--- config.mk ---
export PLATFORM = sky130hd
export DESIGN_NAME = sprite_pixel_reader
export DESIGN_NICKNAME = d
export VERILOG_FILES = /design/src/rtl/sprite_pkg.sv /design/src/rtl/pipe_delay.sv /design/src/rtl/sprite_pixel_reader.sv
export SDC_FILE = /design/constraint.sdc
export NUM_CORES = 1
export LEC_CHECK = 0
export CORE_ASPECT_RATIO = 0.8
export CORE_MARGIN = 10
export CORE_UTILIZATION = 50
export CTS_CLUSTER_DIAMETER = 40
export CTS_CLUSTER_SIZE = 8
export DETAILED_ROUTE_END_ITERATION = 10
export GPL_ROUTABILITY_DRIVEN = 0
export GPL_TIMING_DRIVEN = 0
export MAX_ROUTING_LAYER = met4
export PLACE_DENSITY = 0.85
export SETUP_SLACK_MARGIN = 0.02
export SYNTH_ARGS = -nofsm -noshare
export SYNTH_HDL_FRONTEND = slang
export SYNTH_HIERARCHICAL = 1
export SYNTH_SLANG_ARGS = --single-unit
--- constraint.sdc ---
create_clock -name clk -period 4.11 [get_ports clk]
set_input_delay 0.822 -clock clk [delete_from_list [all_inputs] [get_ports clk]]
set_output_delay 0.822 -clock clk [all_outputs]
set_load 0.005 [all_outputs]
--- src/rtl/sprite_pkg.sv ---
// Shared constants for the sprite pixel read path.
// Colour format is RGB 3-3-3; all-ones marks a see-through texel.
package sprite_pkg;
   localparam int COLOR_WIDTH = 9;
   localparam logic [COLOR_WIDTH-1:0] TRANSPARENT = 9'h1FF;
   localparam logic [COLOR_WIDTH-1:0] BACKGROUND = 9'h000;
   localparam logic SYNC_IDLE = 1'b1;
endpackage

--- src/rtl/pipe_delay.sv ---
// Fixed-depth shift register with an async active-low reset.
// Every stage resets to RESET_VAL so the line comes out of reset idle.
module pipe_delay #(
   parameter int WIDTH = 1,
   parameter int DEPTH = 1,
   parameter logic [WIDTH-1:0] RESET_VAL = '0
) (
   input  logic             clk,
   input  logic             reset,
   input  logic [WIDTH-1:0] din,
   output logic [WIDTH-1:0] dout
);
   logic [WIDTH-1:0] stage [DEPTH];

   always_ff @(posedge clk or negedge reset) begin
      if (!reset) begin
         for (int i = 0; i < DEPTH; i++) stage[i] <= RESET_VAL;
      end else begin
         stage[0] <= din;
         for (int i = 1; i < DEPTH; i++) stage[i] <= stage[i-1];
      end
   end

   assign dout = stage[DEPTH-1];
endmodule

--- src/rtl/sprite_pixel_reader.sv ---
// Issues sprite ROM reads, keeps video timing aligned with the ROM data,
// resolves transparency and counts opaque sprite pixels per frame.
module sprite_pixel_reader #(
   parameter int ADDRESS_MEMORY = 10,
   parameter int QTD_MEMORY_ELEMENT = 4,
   parameter int ROM_LATENCY = 2,
   parameter int COLOR_WIDTH = sprite_pkg::COLOR_WIDTH
) (
   input  logic                                      clk,
   input  logic                                      reset,
   input  logic                                      enable,
   input  logic [ADDRESS_MEMORY-1:0]                 address,
   input  logic [QTD_MEMORY_ELEMENT-1:0]             element,
   input  logic                                      videoEnable,
   input  logic                                      hsync_in,
   input  logic                                      vsync_in,
   output logic [ADDRESS_MEMORY-1:0]                 rom_address,
   output logic [QTD_MEMORY_ELEMENT-1:0]             rom_read,
   input  logic [QTD_MEMORY_ELEMENT*COLOR_WIDTH-1:0] rom_data,
   output logic [COLOR_WIDTH-1:0]                    rgb,
   output logic                                      hsync_out,
   output logic                                      vsync_out,
   output logic                                      videoEnable_out,
   output logic [15:0]                               hit_count,
   output logic                                      element_error
);
   import sprite_pkg::*;

   localparam int IDX_W = (QTD_MEMORY_ELEMENT > 1) ? $clog2(QTD_MEMORY_ELEMENT) : 1;
   localparam int DLW = IDX_W + 4;
   localparam logic [DLW-1:0] DL_IDLE = {SYNC_IDLE, SYNC_IDLE, 2'b00, {IDX_W{1'b0}}};

   logic [QTD_MEMORY_ELEMENT-1:0] sel;
   logic [IDX_W-1:0]              sel_idx;
   logic                          found;
   logic                          multi;
   logic                          req_en;
   logic                          req_bad;

   always_comb begin
      sel = '0;
      sel_idx = '0;
      found = 1'b0;
      for (int i = 0; i < QTD_MEMORY_ELEMENT; i++) begin
         if (element[i] && !found) begin
            sel[i] = 1'b1;
            sel_idx = IDX_W'(i);
            found = 1'b1;
         end
      end
   end

   assign multi = (element & (element - 1'b1)) != '0;
   assign req_en = enable & found;
   assign req_bad = enable & (~found | multi);

   always_ff @(posedge clk or negedge reset) begin
      if (!reset) begin
         rom_address <= '0;
         rom_read <= '0;
         element_error <= 1'b0;
      end else begin
         rom_address <= address;
         rom_read <= req_en ? sel : '0;
         if (req_bad) element_error <= 1'b1;
      end
   end

   // First stage of the line is the request register itself, so one extra
   // stage lines the request up with rom_data ROM_LATENCY cycles later.
   logic [DLW-1:0]   dl_in;
   logic [DLW-1:0]   dl_out;
   logic             d_vs;
   logic             d_hs;
   logic             d_ve;
   logic             d_en;
   logic [IDX_W-1:0] d_idx;

   assign dl_in = {vsync_in, hsync_in, videoEnable, req_en, sel_idx};

   pipe_delay #(
      .WIDTH(DLW),
      .DEPTH(ROM_LATENCY + 1),
      .RESET_VAL(DL_IDLE)
   ) u_delay (
      .clk(clk),
      .reset(reset),
      .din(dl_in),
      .dout(dl_out)
   );

   assign {d_vs, d_hs, d_ve, d_en, d_idx} = dl_out;

   logic [COLOR_WIDTH-1:0] d;
   logic                   hit;
   logic                   vs_fall;
   logic [15:0]            counter;

   assign d = rom_data[d_idx*COLOR_WIDTH +: COLOR_WIDTH];
   assign hit = d_ve & d_en & (d != COLOR_WIDTH'(TRANSPARENT));
   // vsync_out is about to fall: the pixel now registered opens a new frame.
   assign vs_fall = vsync_out & ~d_vs;

   always_ff @(posedge clk or negedge reset) begin
      if (!reset) begin
         rgb <= '0;
         hsync_out <= SYNC_IDLE;
         vsync_out <= SYNC_IDLE;
         videoEnable_out <= 1'b0;
         hit_count <= '0;
         counter <= '0;
      end else begin
         hsync_out <= d_hs;
         vsync_out <= d_vs;
         videoEnable_out <= d_ve;
         if (!d_ve) rgb <= '0;
         else if (hit) rgb <= d;
         else rgb <= COLOR_WIDTH'(BACKGROUND);
         if (vs_fall) begin
            hit_count <= counter;
            counter <= 16'(hit);
         end else if (hit && counter != 16'hFFFF) begin
            counter <= counter + 16'd1;
         end
      end
   end
endmodule

==> metrics <==
clock sink total=between 70 and 80; Post-Synth Simple-Gate Area=18.4%; global-route wire length before repair=~13 mm; status=completed; register area=1940 um^2; Layout fillers=about 400; CTS resizes=0; RSZ-0062 raised after global routing=false; top cells by area, synth=dfrtp_1, mux4_1, dfstp_2, nand2_1, a21oi_1; WP data required=4.38 ns; I/O Buffers=98; Core ar.=a little over 6000 um^2; min setup slack post-route=between 1 and 1.5 ns; GRT overflow=0; sw frac=approximately 24%; vias in the first global route=between 2,000 and 2,500; adder-cell share of the synthesized area=less than 1%; Skew-Pair Late Insertion Delay=0.34 ns; Sw Pwr=355 uW; total CTS buffers=9; P&R area growth vs syn=40.3%; Syn Nets=~320; Placed Cells=440; register bit total from synthesis=just under 80; drt drc=0; Pwr per Cell Area=approximately 330 nW/um^2; # rows=25; 1st-iter DRT viols=~130; Place WS=roughly 1.1 ns; Crit Path Class=in2reg; slowest CP cell=mux4_1; routed len/inst=17.1 um; Total Negative Setup Slacks=0 ns; Syn Inst Count=between 200 and 300; type of element launching the critical path=input pin; initial antenna violation count=0; worst min path class=reg2reg; All-Layer GR Usage=around 17%; half-perimeter wire length after placement=around 6 mm; layout cells sized above 1=roughly a tenth; slowest stage delay, CP=about 0.58 ns; Synth warnings=6; fmax=roughly 370 MHz; Slew headroom=between 60% and 70%; Initial Util=52.4%; Logic pwr share=between 10% and 20%; area of the multi-input gates=about 1100 um^2; CTS tree=yes; Fin. Hold Viols=0; peak supply drop=approximately 0.26 mV; clock share of power=approximately a third; top cells by count, synth=dfrtp_1, nand2_1, a21oi_1; Post-Synth XOR/XNOR Area=0.277%; top-count cell post-synth=dfrtp_1; Finished Layout Cells=around 460; Worst Max-Slew Pin Slew=between 0.5 and 0.6 ns; largest net degree at the start of global routing=approximately 80; sequential-to-total area share from yosys stat=roughly three fifths; compound-gate portion of the synthesized area=8.19%; setup violators final=0; top cell type by total area after synthesis=dfrtp_1; Final Cycle Share=between 60% and 70%; Seq pwr share=between 50% and 60%; Antenna Nets Post-Route=0; asr flop ratio synth=between 90% and 100%; multiplexer area fraction after synthesis=under 10%; cts hold-fix bufs=0; Post-synth top flop=dfrtp_1; Arr. time, crit path=~3 ns; via count=approximately 2,400; main combinational cell family by area after synthesis=simple AND/OR/NAND/NOR gates; Max Slew Vio Count=0; worst-path maximum fanout=10; Synth cell types=42; via/cell ratio=5.34; crit path cell chain=clkdlybuf4s50_1 > mux4_1 > nand4_2 > o311ai_4 > buf_6 > or4_1 > a21oi_1; die area=~10000 um^2; post-synthesis area per instance=about 12 um^2; Die W=roughly 110 um; endpoint class of the critical path=flip-flop; htree depth=3; CTS clk-pin slew, worst paths=0.08 ns; Root Driver=clkbuf_8; post-CTS setup buffers=0; Tmin final=2.68 ns; top cell type's share of synthesized area=between 50% and 60%; max-cap viol count=0; Syn Std Cell Area=around 3200 um^2; Final Skew=roughly 0.0078 ns; total wire length=just under 8 mm; Final Net Count=about 430; Ports=99; hold slack=between 0.3 and 0.4 ns; Die H=roughly 90 um; Max Root-Sink Buffers=2; Pre-antenna DRT Iters=4; Cell Int Power=1.12 mW; antenna cells=0; leak pwr=1.93 nW; number of synthesized flops with an enable pin=0
## registers in the layout (all words and copies together) (netlist names)
| name | cells |
|---|---|
| counter | 16 |
| rom_address | 10 |
| videoEnable_out | 1 |
| u_delay/dout | 6 |
| hsync_out | 1 |
| u_delay/stage | 12 |
| rom_read | 4 |
| rgb | 9 |
| hit_count | 16 |
| element_error | 1 |
| vsync_out | 1 |
## kinds of logic after synthesis
logic type	Yosys count
buffers and inverters	18
AOI/OAI and AO/OA	38
DFF	77
and+or+nand+nor	114
xor gates and xnor gates	1
adders and majority gates	1
muxes	11
## worst max-delay path, delay by kind of cell
| family | cells | cell delay [ns] |
|---|---|---|
| buf+inv | 2 | 0.60 |
| compound gates | 2 | 0.29 |
| mux | 1 | 0.58 |
| simple gates | 2 | 0.66 |
## power by group through the flow
stage | Clock (mW) | Sequential, mW | Combinational (mW)
floorplan | 0 | 0.817 | 0.0639
global placement | 0 | 0.816 | 0.180
detailed placement | 0 | 0.817 | 0.189
CTS | 0.511 | 0.803 | 0.190
global route | 0.548 | 0.807 | 0.203
finish | 0.490 | 0.803 | 0.186
## final timing paths
kind,slack [ns],from,cells past startpoint,end
min in group asynchronous,0.48,reset,2,element_error$_DFFE_PN0P_
hold reg to reg,0.35,u_delay/stage[11]$_DFF_PN1_,0,u_delay/dout[5]$_DFF_PN1_
max in group asynchronous,3.29,reset,2,u_delay/stage[16]$_DFF_PN1_
setup reg to reg,1.68,u_delay/dout[1]$_DFF_PN0_,9,counter[3]$_DFFE_PN0P_
hold / removal,0.35,u_delay/stage[11]$_DFF_PN1_,0,u_delay/dout[5]$_DFF_PN1_
setup / recovery,1.43,rom_data[9],7,counter[4]$_DFFE_PN0P_
## per-layer routing
layer  share of wire [%]  vias to the layer above  wire length [um]  global-route usage [%]
met4                 1.8                        0               143                    7.13
met5                   0                        -                 0                       -
met1                  39                     1166              3030                    18.7
met2                  50                      106              3870                    26.5
met3                 9.7                       14               760                    7.34
li1                    -                     1150                 -                       -
## through the flow
step	instance area, um^2	total power [mW]	util, %
2_1_floorplan	3160	0.881	-
3_3_place_gp	4240	0.996	70.3
3_5_place_dp	4270	1.01	70.7
4_1_cts	4440	1.50	73.5
5_1_grt	4440	1.56	73.5
6_report	4440	1.48	73.5
## placed cells by master (no fill, tap or decap), drive strengths merged, types with 2 or more instances in the layout
cell type | synthesis | final
mux4 | 9 | 9
o21ai | 7 | 7
nor2 | 7 | 7
clkbuf | 7 | 18
buf | 10 | 12
o211ai | 2 | 2
nor2b | 2 | 2
nand4 | 5 | 5
nand3 | 8 | 8
clkdlybuf4s50 | 0 | 97
mux2i | 2 | 2
dfstp | 8 | 8
and3 | 5 | 5
nand2b | 3 | 3
inv | 1 | 2
nand2 | 55 | 55
or3 | 5 | 5
dfrtp | 69 | 69
clkinv | 0 | 4
or4 | 7 | 7
o31ai | 7 | 7
and2 | 11 | 11
a21oi | 14 | 14
## cell type report
cell class	count	area share, %
well taps	81	2.28
clock inverters	5	0.818
repair buffers	99	22.7
clock buffers	11	2.96
plain buffers	17	2.31
inverters	1	0.0846
multi-input cells	165	25.2
flip-flops and latches	77	43.7
(Power assumes the default switching activity.)
